===== config.mk =====
export PLATFORM = sky130hd
export DESIGN_NAME = instruction_queue
export DESIGN_NICKNAME = d
export VERILOG_FILES = /design/src/rtl/instruction_queue.sv
export SDC_FILE = /design/constraint.sdc
export NUM_CORES = 1
export LEC_CHECK = 0
export CORE_AREA = 5 5 334 336
export CTS_BUF_LIST = sky130_fd_sc_hd__clkbuf_8
export DETAILED_ROUTE_END_ITERATION = 10
export DIE_AREA = 0 0 339 341
export PLACE_DENSITY = 0.78
export SYNTH_ARGS = -nofsm -noshare
export SYNTH_HDL_FRONTEND = slang
export SYNTH_SLANG_ARGS = --single-unit

===== constraint.sdc =====
create_clock -name clk -period 11.6 [get_ports clk]
set_clock_uncertainty 0.15 [all_clocks]
set_input_delay 1.74 -clock clk [delete_from_list [all_inputs] [get_ports clk]]
set_output_delay 1.74 -clock clk [all_outputs]
set_load 0.01 [all_outputs]

===== src/rtl/instruction_queue.sv =====
// Decoded-instruction FIFO between decode and dispatch/rename.
// Circular buffer with registered head/tail/count; no empty bypass, no full-pop bypass.
package instruction_queue_pkg;
  typedef struct packed {
    logic [31:0] pc_curr;
    logic [31:0] pc_next;
    logic [31:0] inst;
  } instruction_info_reg_t;
endpackage

module instruction_queue
  import instruction_queue_pkg::*;
#(
  parameter int DEPTH = 16
) (
  input  logic                    clk,
  input  logic                    rst,
  input  logic                    flush,
  input  logic                    enq_valid,
  input  instruction_info_reg_t   enq_data,
  output logic                    enq_ready,
  input  logic                    deq_ready,
  output logic                    deq_valid,
  output instruction_info_reg_t   deq_data,
  output logic [$clog2(DEPTH):0]  count
);
  localparam int PW = $clog2(DEPTH);
  localparam int CW = PW + 1;
  localparam logic [CW-1:0] FULL = CW'(DEPTH);

  logic [PW-1:0] head_q, head_d;
  logic [PW-1:0] tail_q, tail_d;
  logic [CW-1:0] count_q, count_d;
  logic          push, pop;

  instruction_info_reg_t mem [DEPTH];

  // Handshake flags come only from registered count, so ready/valid never
  // combinationally depend on the other side of the queue.
  assign enq_ready = (count_q != FULL);
  assign deq_valid = (count_q != '0);
  assign deq_data  = deq_valid ? mem[head_q] : '0;
  assign count     = count_q;

  assign push = enq_valid && enq_ready && !flush;
  assign pop  = deq_valid && deq_ready && !flush;

  always_comb begin
    head_d  = head_q;
    tail_d  = tail_q;
    count_d = count_q;
    if (flush) begin
      head_d  = '0;
      tail_d  = '0;
      count_d = '0;
    end else begin
      // Power-of-two depth lets pointers wrap by natural overflow.
      if (push) tail_d = tail_q + 1'b1;
      if (pop)  head_d = head_q + 1'b1;
      case ({push, pop})
        2'b10:   count_d = count_q + 1'b1;
        2'b01:   count_d = count_q - 1'b1;
        default: count_d = count_q;
      endcase
    end
  end

  always_ff @(posedge clk or posedge rst) begin
    if (rst) begin
      head_q  <= '0;
      tail_q  <= '0;
      count_q <= '0;
    end else begin
      head_q  <= head_d;
      tail_q  <= tail_d;
      count_q <= count_d;
    end
  end

  // Storage is not reset; deq_data masking keeps stale entries invisible.
  always_ff @(posedge clk) begin
    if (push) mem[tail_q] <= enq_data;
  end

endmodule


# Yosys cells after proc, flatten, opt, wreduce, memory -nomap -nowiden
# Memories as Yosys holds them, arrays and structs flattened.
# Cells that the tools add are included.
[op_classes] n_addsub=4 eq_ne=3 mux=9 reduce_logical=9
[op_table] operator="96-bit 2-to-1 mux" count=1
[op_table] operator="4-bit 2-to-1 mux" count=4
[op_table] operator="5-bit case mux with 2 select lines" count=1
[op_table] operator="4-bit by 1-bit adder with 4-bit output (second input constant)" count=2
[op_table] operator="5-bit by 1-bit adder with 5-bit output (second input constant)" count=1
[op_table] operator="5-bit 2-to-1 mux" count=1
[op_table] operator="5-bit inequality test (second input constant)" count=1
[op_table] operator="5-bit nonzero test" count=1
[op_table] operator="5-bit by 1-bit subtractor with 5-bit output (second input constant)" count=1
[op_table] operator="1-bit logical AND" count=4
[op_table] operator="2-bit nonzero test" count=2
[op_table] operator="3-bit nonzero test" count=1
[op_table] operator="2-bit by 1-bit == test with 1-bit output (second input constant)" count=1
[op_table] operator="2-bit == test (second input constant)" count=1
[op_table] operator="1-bit 2-to-1 mux" count=2
[op_table] operator="1-bit logical NOT" count=1
[word_totals] register_bits=13 ram_bits=1536 in_bits=101 out_inout_bits=103 mem_count=1
[mem_list] memory="mem" words=16 width=96 read_ports=1 rd_ports_with_merged_regs=0 write_ports=1 line_no="36" rtl="instruction_info_reg_t mem [DEPTH];"

# Depth between registers and ports, before layout
# Gate-level depths: netlist of run 1.
[logic_depth] word_depth=6 depth_mapped=10

# Worst setup path before layout of run 1
# OpenSTA, ideal clock, no wires.
[synth_timing] path_kind="input to register" startpoint="in flush" endpoint="mem mem[5][0] in the netlist's numbering, enable pin" setup_ps=552 arrival_ps=6442 slack_ps=4457 cell_stages=3 path_cell_list="clkbuf_1 > or3b_2 > nor2_1"
[synth_via] elab_chain_cells=4
[synth_lines] item="start: declaration" line_no="18" rtl="input logic flush,"
[synth_lines] item="1-bit logical NOT" line_no="45" rtl="assign push = enq_valid && enq_ready && !flush;"
[synth_lines] item="1-bit logical AND" line_no="45"
[synth_lines] item="1-bit 2-to-1 mux" line_no="82" rtl="if (push) mem[tail_q] <= enq_data;"
[synth_lines] item="1-bit 2-to-1 mux (implied by the code)" line_no="82"
[synth_lines] item="end: declaration" line_no="36"
# Every way passes these cells.

==> impl_results.md, run 1 <==
* Run status: finished, final reports clean
* Count of antenna-violating nets left after detailed routing at 0
* Final critical delay including setup and external delays at 7.00 ns
* Worst-Margin Slew at roughly 1.3 ns
* Clock buffers created by TritonCTS at around 230
* Placed standard-cell area at approximately 63000 um^2
* Avg Vias per Cell at 6.16
* Number of global-route vias before repair at approximately 29000
* Most area-hungry cell type in the Yosys netlist: sky130_fd_sc_hd__edfxtp_1
* Core Area at ~110000 um^2
* # clock sinks at ~1500
* Number of ports placed on the die boundary at 204
* Crit path cell chain: buf_4 -> buf_4 -> mux4_2 -> mux2i_1 -> o22ai_1 -> clkdlybuf4s50_1
* Number of detailed-route iterations in the first pass at 6
* RD Place Congestion at between 0.7 and 0.8
* Pin count of the biggest net entering global routing at approximately 190
* Period Utilization, post-route at 60.4%
* Endpoints failing hold at 0
* Clock Root Buffer: sky130_fd_sc_hd__clkbuf_8
* Number of warnings reported in the yosys synthesis log at 0
* Power per standard cell area at 196 nW/um^2
* Share of final-layout standard cells stronger than drive strength 1 at roughly 25%
* Setup TNS at 0 ns
* Initial cell density of the core at 54.4%
* Fin area at between 60000 and 70000 um^2
* Category of the most critical setup path: reg2out
* DRC Markers at 0
* Count of flip-flops with a built-in enable after synthesis at 1536
* Global router's overall resource usage at 22.3%
* Clock network latency to the later pin of the worst-skew pair at 0.89 ns
* Clock tree from TritonCTS: built
* Hold path start: head_q[1]
* Global-route wire length before repair at between 150000 and 200000 um
* Class of the worst hold path: reg2reg
* Combined area of all synthesized cells at ~59000 um^2
* Final setup violating endpoints at 0
* Total vias in the final route at roughly 27000
* Highest ir drop seen on vdd at around 170 uV
* Area added between synthesis and finish at 13.9%
* Total nets after synthesis at between 2000 and 3000
* Crit-path max FO at 52
* Die footprint at ~120000 um^2
* FP Rows at around 120
* Most common flop cell mapped by yosys: sky130_fd_sc_hd__edfxtp_1
* Type of element capturing the critical path: output pin
* Number of standard cells after synthesis at 2450
* Total number of nets in the final design at approximately 2900
* Wire length per cell at slightly below 30 um
* H-Tree Level Count at 4
* Overflow left after global routing at 0
* Crit Reg-Reg Startpoint: count[1]
* Post-synthesis area per instance at 24.0 um^2
* Largest delay contributor family on the critical path: buffers and inverters
* Required arrival time at the worst endpoint at approximately 9.7 ns
* Category of the worst setup path launch point: register
* CTS hold repair buffers at 0
* Number of input and output port buffers inserted at 203
* Post-Route WL at 127000 um
* Headroom to the max-slew limit at 15.1%
* Upper clock frequency limit at roughly 0.14 GHz
* Number of antenna violations at the first check in global routing at 15
* Placed wire-length estimate at 60600 um
* Post-CTS sizing at 0
* Leading cell types by total area after synthesis: sky130_fd_sc_hd__edfxtp_1 (78%), sky130_fd_sc_hd__mux4_2 (15%), sky130_fd_sc_hd__mux2i_1 (3.4%)
* Asr flop ratio synth at less than 1%
* Peak per-stage delay on the critical path at around 0.94 ns
* Arrival time worst endpoint at 5.11 ns
* Most used cell along the critical path: sky130_fd_sc_hd__buf_4
* Clock-pin slew on the worst setup and hold paths at ~0.060 ns
* Most frequent cells after synthesis: sky130_fd_sc_hd__edfxtp_1 (1536), sky130_fd_sc_hd__mux4_2 (384), sky130_fd_sc_hd__mux2i_1 (197), sky130_fd_sc_hd__o22ai_1 (96), sky130_fd_sc_hd__buf_2 (57)
* Pins Over Slew Limit at 0
* Number of DRC violations after detailed-routing iteration 0 at approximately 2700
* Critical path buffer and inverter count at 3
* Clock Path Buffers at 3
* Die Wd at ~340 um
* Most frequent cell after synthesis: sky130_fd_sc_hd__edfxtp_1
* Sequential fraction of the synthesis area at around four fifths
* Yosys reg bits at 1549
* Buffer count from post-CTS setup fixing at 0
* Number of distinct standard cells referenced by the synthesized netlist at 36
* Worst path slowest cell: sky130_fd_sc_hd__buf_4
* Die Span Y at around 340 um
* RSZ-0062 raised after global routing: false
* Max cap viols at 0
* Leak pwr at around 20 nW
* Fraction of synthesized cell area taken by the top area cell type at roughly four fifths
* Source of the critical timing path: head_q[0]
[sequential cells by signal, indices dropped and copies added (netlist names)]
name and cells:
tail_q 4, mem 1536, head_q 4, count 5
[layout by cell type (no fill, tap or decap), drive strengths merged, types with 2 or more instances in the layout]
master and count:
a21oi 5, buf 38, bufinv 12, clkbuf 231, clkdlybuf4s50 203, clkinv 84, clkinvlp 5, dfrtp 13
diode 12, edfxtp 1536, ha 7, inv 95, mux2i 198, mux4 384, nand2 10, nand3 5
nand3b 2, nor2 29, o21ai 2, o22ai 96, or3 4, or3b 2, xor2 8
[worst paths after layout]
check	end	slack (ns)	depth (start not counted)
max	deq_data[13]	4.60	6
min	head_q[1]	0.50	2
max reg2reg	mem[15][64]	7.22	6
min reg2reg	head_q[1]	0.50	2
max in group asynchronous	head_q[0]	9.61	2
min in group asynchronous	head_q[2]	1.26	2
[layout make-up]
cell class	count	area, um^2
sequential	1549	46500
fill	6955	41200
multi-input combinational	764	11900
clock buffer	231	3180
timing repair buffer	241	2440
tap	1414	1770
clock inverter	192	1200
antenna	12	30.0
inverter	4	15.0
[power breakdown]
| part | leakage [nW] | total (mW) | internal, mW | switching [mW] |
|---|---|---|---|---|
| combinational | 3.69 | 2.73 | 1.35 | 1.37 |
| clock | 2.53 | 4.16 | 2.14 | 2.02 |
| sequential | 14.0 | 6.28 | 6.22 | 0.0595 |
| total | 20.2 | 13.2 | 9.71 | 3.45 |
[metal layers]
metal / part of all wire [%] / vias to the layer above / GRT usage (%) / wire, um
li1: - / 11300 / - / -
met1: 39 / 14400 / 31.0 / 49200
met2: 51 / 1290 / 36.5 / 64500
met3: 9.2 / 167 / 5.13 / 11700
met4: 1.5 / 12 / 5.65 / 1930
met5: 0.058 / - / 0 / 74
[kinds of logic (layout without fill, tap and decap cells)]
group	count (synthesis)	in the layout	share of synthesized area, %
compound gates	108	108	1.17
xor+xnor	9	9	0.134
fa+ha+maj	7	7	0.149
buf+inv	137	668	1.03
flops	1549	1549	78.9
mux	582	582	18.1
other cells	0	12	0
simple gates	58	58	0.506
[metrics by stage]
stage                     worst slack (ns)  utilization [%]  power (mW)  hold slack, ns  std cells
after global routing                  4.08             61.9        13.7           0.534       4400
after floorplan                       4.46                -        8.05           0.398       2450
final                                 4.60             61.9        13.2           0.501       4407
after global placement                5.36             57.8        9.12           0.434       3972
after CTS                             4.35             61.9        13.3           0.504       4395
after detailed placement              5.35             57.8        9.16           0.485       3972
[tightest hold or removal path, cell delays in order, from the launching register on]
cell                      delay (ns)
sky130_fd_sc_hd__dfrtp_1        0.45
sky130_fd_sc_hd__nand2_1        0.09
sky130_fd_sc_hd__a21oi_1        0.07
Power figures use the tool's default switching activity.
==> inputs of run 2 (changes only) <==
==> constraint.sdc (replaced) <==
create_clock -name clk -period 6.5 [get_ports clk]
set_clock_uncertainty 0.15 [all_clocks]
set_input_delay 0.975 -clock clk [delete_from_list [all_inputs] [get_ports clk]]
set_output_delay 0.975 -clock clk [all_outputs]
set_load 0.01 [all_outputs]
==> run 2 against run 1 <==
  * Sequential share of layout area is 0.093 points lower
  * Sequential cell count stayed put
  * Sequential power is 78% higher
  * Final cell count is 0.23% higher
  * Highest routed layer unchanged
  * Count of clock-buffer cells in the layout is 8 higher
  * Critical endpoint is now deq_data[3]
  * Routed wire length is 0.26% higher
  * Via count hardly changed
==> impl_results.md, run 2 (synthesis gave the netlist of run 1 again) <==
* Total number of nets in the final design at 2919 (was 2899)
* Crit-path max FO at 47 (was 52)
* Hold path start: head_q[1] (unchanged)
* Area added between synthesis and finish at 14.0% (was 13.9%)
* Final hold slack at 0.478 ns (was 0.501 ns)
* Category of the most critical setup path: reg2out (unchanged)
* Clock Root Buffer: sky130_fd_sc_hd__clkbuf_8 (unchanged)
* Leak pwr at 20.3 nW (was 20.2 nW)
* Arrival time worst endpoint at 4.40 ns (was 5.11 ns)
* Avg Vias per Cell at 6.14 (was 6.16)
* Wire length per cell at 28.9 um (about the same)
* Endpoints failing hold at 0 (unchanged)
* Die Wd at 339 um (unchanged)
* Clock-pin slew on the worst setup and hold paths at 0.07 ns (was 0.06 ns)
* Crit path cell chain: nor4_4 -> nand2_1 -> nand2_4 -> buf_4 -> o22ai_1 -> clkdlybuf4s50_1 (was buf_4 -> buf_4 -> mux4_2 -> mux2i_1 -> o22ai_1 -> clkdlybuf4s50_1)
* Pin count of the biggest net entering global routing at 89 (was 187)
* Die footprint at 116000 um^2 (unchanged)
* Power per standard cell area at 344 nW/um^2 (was 196 nW/um^2)
* R2r endpoint: mem[15][1] (was mem[15][64])
* H-Tree Level Count at 4 (unchanged)
* Fraction of met3 tracks used by global routing at 4.39% (was 5.13%)
* RD Place Congestion at 0.742 (was 0.713)
* FP Rows at 121 (unchanged)
* Peak per-stage delay on the critical path at 0.78 ns (was 0.94 ns)
* Number of ports placed on the die boundary at 204 (unchanged)
* # clock sinks at 1549 (unchanged)
* Clock Path Buffers at 3 (unchanged)
* Register-to-Register Path Depth at 5 (was 6)
* DRC Markers at 0 (unchanged)
* Final setup violating endpoints at 0 (unchanged)
* Final critical delay including setup and external delays at approximately 5.5 ns
* Max cap viols at 0 (unchanged)
* Highest ir drop seen on vdd at 259 uV (was 174 uV)
* CTS hold repair buffers at 0 (unchanged)
* Number of flip-flops under the largest register name at 1536 (unchanged)
* RSZ-0062 raised after global routing: false (unchanged)
* Post-Route WL at 128000 um (was 127000 um)
* Largest reg by FF count: mem (unchanged)
* Number of antenna violations at the first check in global routing at 15 (unchanged)
* Post-CTS sizing at 0 (unchanged)
* Worst R2R Setup Slack at 3.07 ns (was 7.22 ns)
* Required arrival time at the worst endpoint at 5.37 ns (was 9.71 ns)
* Run status: finished, final reports clean (unchanged)
* Headroom to the max-slew limit at 23.5% (was 15.1%)
* Clock tree from TritonCTS: built (unchanged)
* Critical path buffer and inverter count at 2 (was 3)
* Crit Reg-Reg Startpoint: count[1] (unchanged)
* Levels on crit path at 6 (unchanged)
* Number of input and output port buffers inserted at 203 (unchanged)
* Global router's overall resource usage at 22.3% (about the same)
* Clock buffers created by TritonCTS at 227 (was 231)
* Upper clock frequency limit at between 0.15 and 0.2 GHz
* Most crowded layer after global routing: met2 (unchanged)
* Placed wire-length estimate at 66800 um (was 60600 um)
* Total vias in the final route at 27100 (about the same)
* Setup TNS at 0 ns (unchanged)
* Worst hold path depth at 2 (unchanged)
* Core Area at 108000 um^2 (unchanged)
* Worst-Margin Slew at 1.14 ns (was 1.27 ns)
* Number of DRC violations after detailed-routing iteration 0 at 2817 (was 2728)
* Period Utilization, post-route at between 80% and 90%
* Global routing usage on met1 at 29.4% (was 31.0%)
* Category of the worst setup path launch point: register (unchanged)
* Count of antenna-violating nets left after detailed routing at 0 (unchanged)
* Sequential cell area in the final layout at 46500 um^2 (unchanged)
* Worst hold path endpoint: head_q[1] (unchanged)
* Fill cells at 6889 (was 6955)
* Buffer count from post-CTS setup fixing at 0 (unchanged)
* Clock network latency to the later pin of the worst-skew pair at 0.87 ns (was 0.89 ns)
* Most frequent cells in the layout: sky130_fd_sc_hd__edfxtp_1 (1536), sky130_fd_sc_hd__mux4_2 (384), sky130_fd_sc_hd__clkbuf_8 (239) (was sky130_fd_sc_hd__edfxtp_1 (1536), sky130_fd_sc_hd__mux4_2 (384), sky130_fd_sc_hd__clkbuf_8 (231))
* Type of element capturing the critical path: output pin (unchanged)
* Worst path slowest cell: sky130_fd_sc_hd__nand2_4 (was sky130_fd_sc_hd__buf_4)
* Leading cell type in the layout, fill and taps excluded: sky130_fd_sc_hd__edfxtp_1 (unchanged)
* Global routing usage on met2 at 38.4% (was 36.5%)
* Class of the worst hold path: reg2reg (unchanged)
* Largest delay contributor family on the critical path: simple AND/OR/NAND/NOR gates (was buffers and inverters)
* Multi-input combinational cell area at 11900 um^2 (unchanged)
* Number of detailed-route iterations in the first pass at 6 (unchanged)
* Share of final-layout standard cells stronger than drive strength 1 at 25.1% (was 24.8%)
* Initial cell density of the core at 54.4% (unchanged)
* Die Span Y at 341 um (unchanged)
* Pins Over Slew Limit at 0 (unchanged)
* Overflow left after global routing at 0 (unchanged)
* Number of global-route vias before repair at 29000 (about the same)
* Global-route wire length before repair at 189000 um (about the same)
-- run 2: cell count changes in the layout (fill, tap and decap cells not counted), sizes merged --
| cell | change |
|---|---|
| inv | +1 |
| clkinv | -12 |
| bufinv | -11 |
| buf | +24 |
| clkbuf | +8 |
-- run 2: worst min-delay path: stages, from the launching register on --
cell and delay [ns]:
sky130_fd_sc_hd__dfrtp_1 0.44, sky130_fd_sc_hd__nand2_1 0.08, sky130_fd_sc_hd__a21oi_1 0.06
-- run 2: area by class of cell --
class	instances	area share (%)
well taps	1414	2.64
clock inverters	170	1.17
multi-input cells	764	17.8
clock buffers	239	4.90
diodes	12	0.0447
inverters	4	0.0224
repair buffers	265	4.22
flip-flops and latches	1549	69.2
-- run 2: per-stage QoR --
| stage | cells | power, mW | setup slack (ns) | util, % | instance area (um^2) |
|---|---|---|---|---|---|
| after floorplan | 2450 | 14.4 | 0.122 | - | 58800 |
| after global placement | 3996 | 16.3 | 2.01 | 58.2 | 63000 |
| after detailed placement | 3996 | 16.4 | 1.88 | 58.2 | 63000 |
| after CTS | 4405 | 23.3 | 0.895 | 62.0 | 67100 |
| after global routing | 4411 | 24.1 | 0.767 | 62.0 | 67100 |
| final | 4417 | 23.1 | 0.978 | 62.0 | 67100 |
-- run 2: worst max-delay path by stage --
stage               slack (ns)           end     start
global placement          2.01  deq_data[45]  count[0]
detailed placement        1.88   deq_data[3]  count[1]
global route              0.77   deq_data[3]  count[1]
finish                    0.98   deq_data[3]  count[1]
CTS                       0.89   deq_data[3]  count[1]
floorplan                 0.12     mem[5][0]     flush
-- run 2: metal layers --
metal / wire length [um] / part of all wire [%] / vias to the layer above
met1: 48600 / 38 / 14500
li1: - / - / 11300
met2: 67200 / 53 / 1179
met4: 2520 / 2.0 / 4
met3: 9350 / 7.3 / 167
met5: 26 / 0.020 / -
-- run 2: power breakdown --
| part | internal [mW] | total, mW | switching [mW] |
|---|---|---|---|
| registers | 11.1 | 11.2 | 0.113 |
| clock network | 3.44 | 6.96 | 3.53 |
| logic | 2.47 | 4.93 | 2.46 |
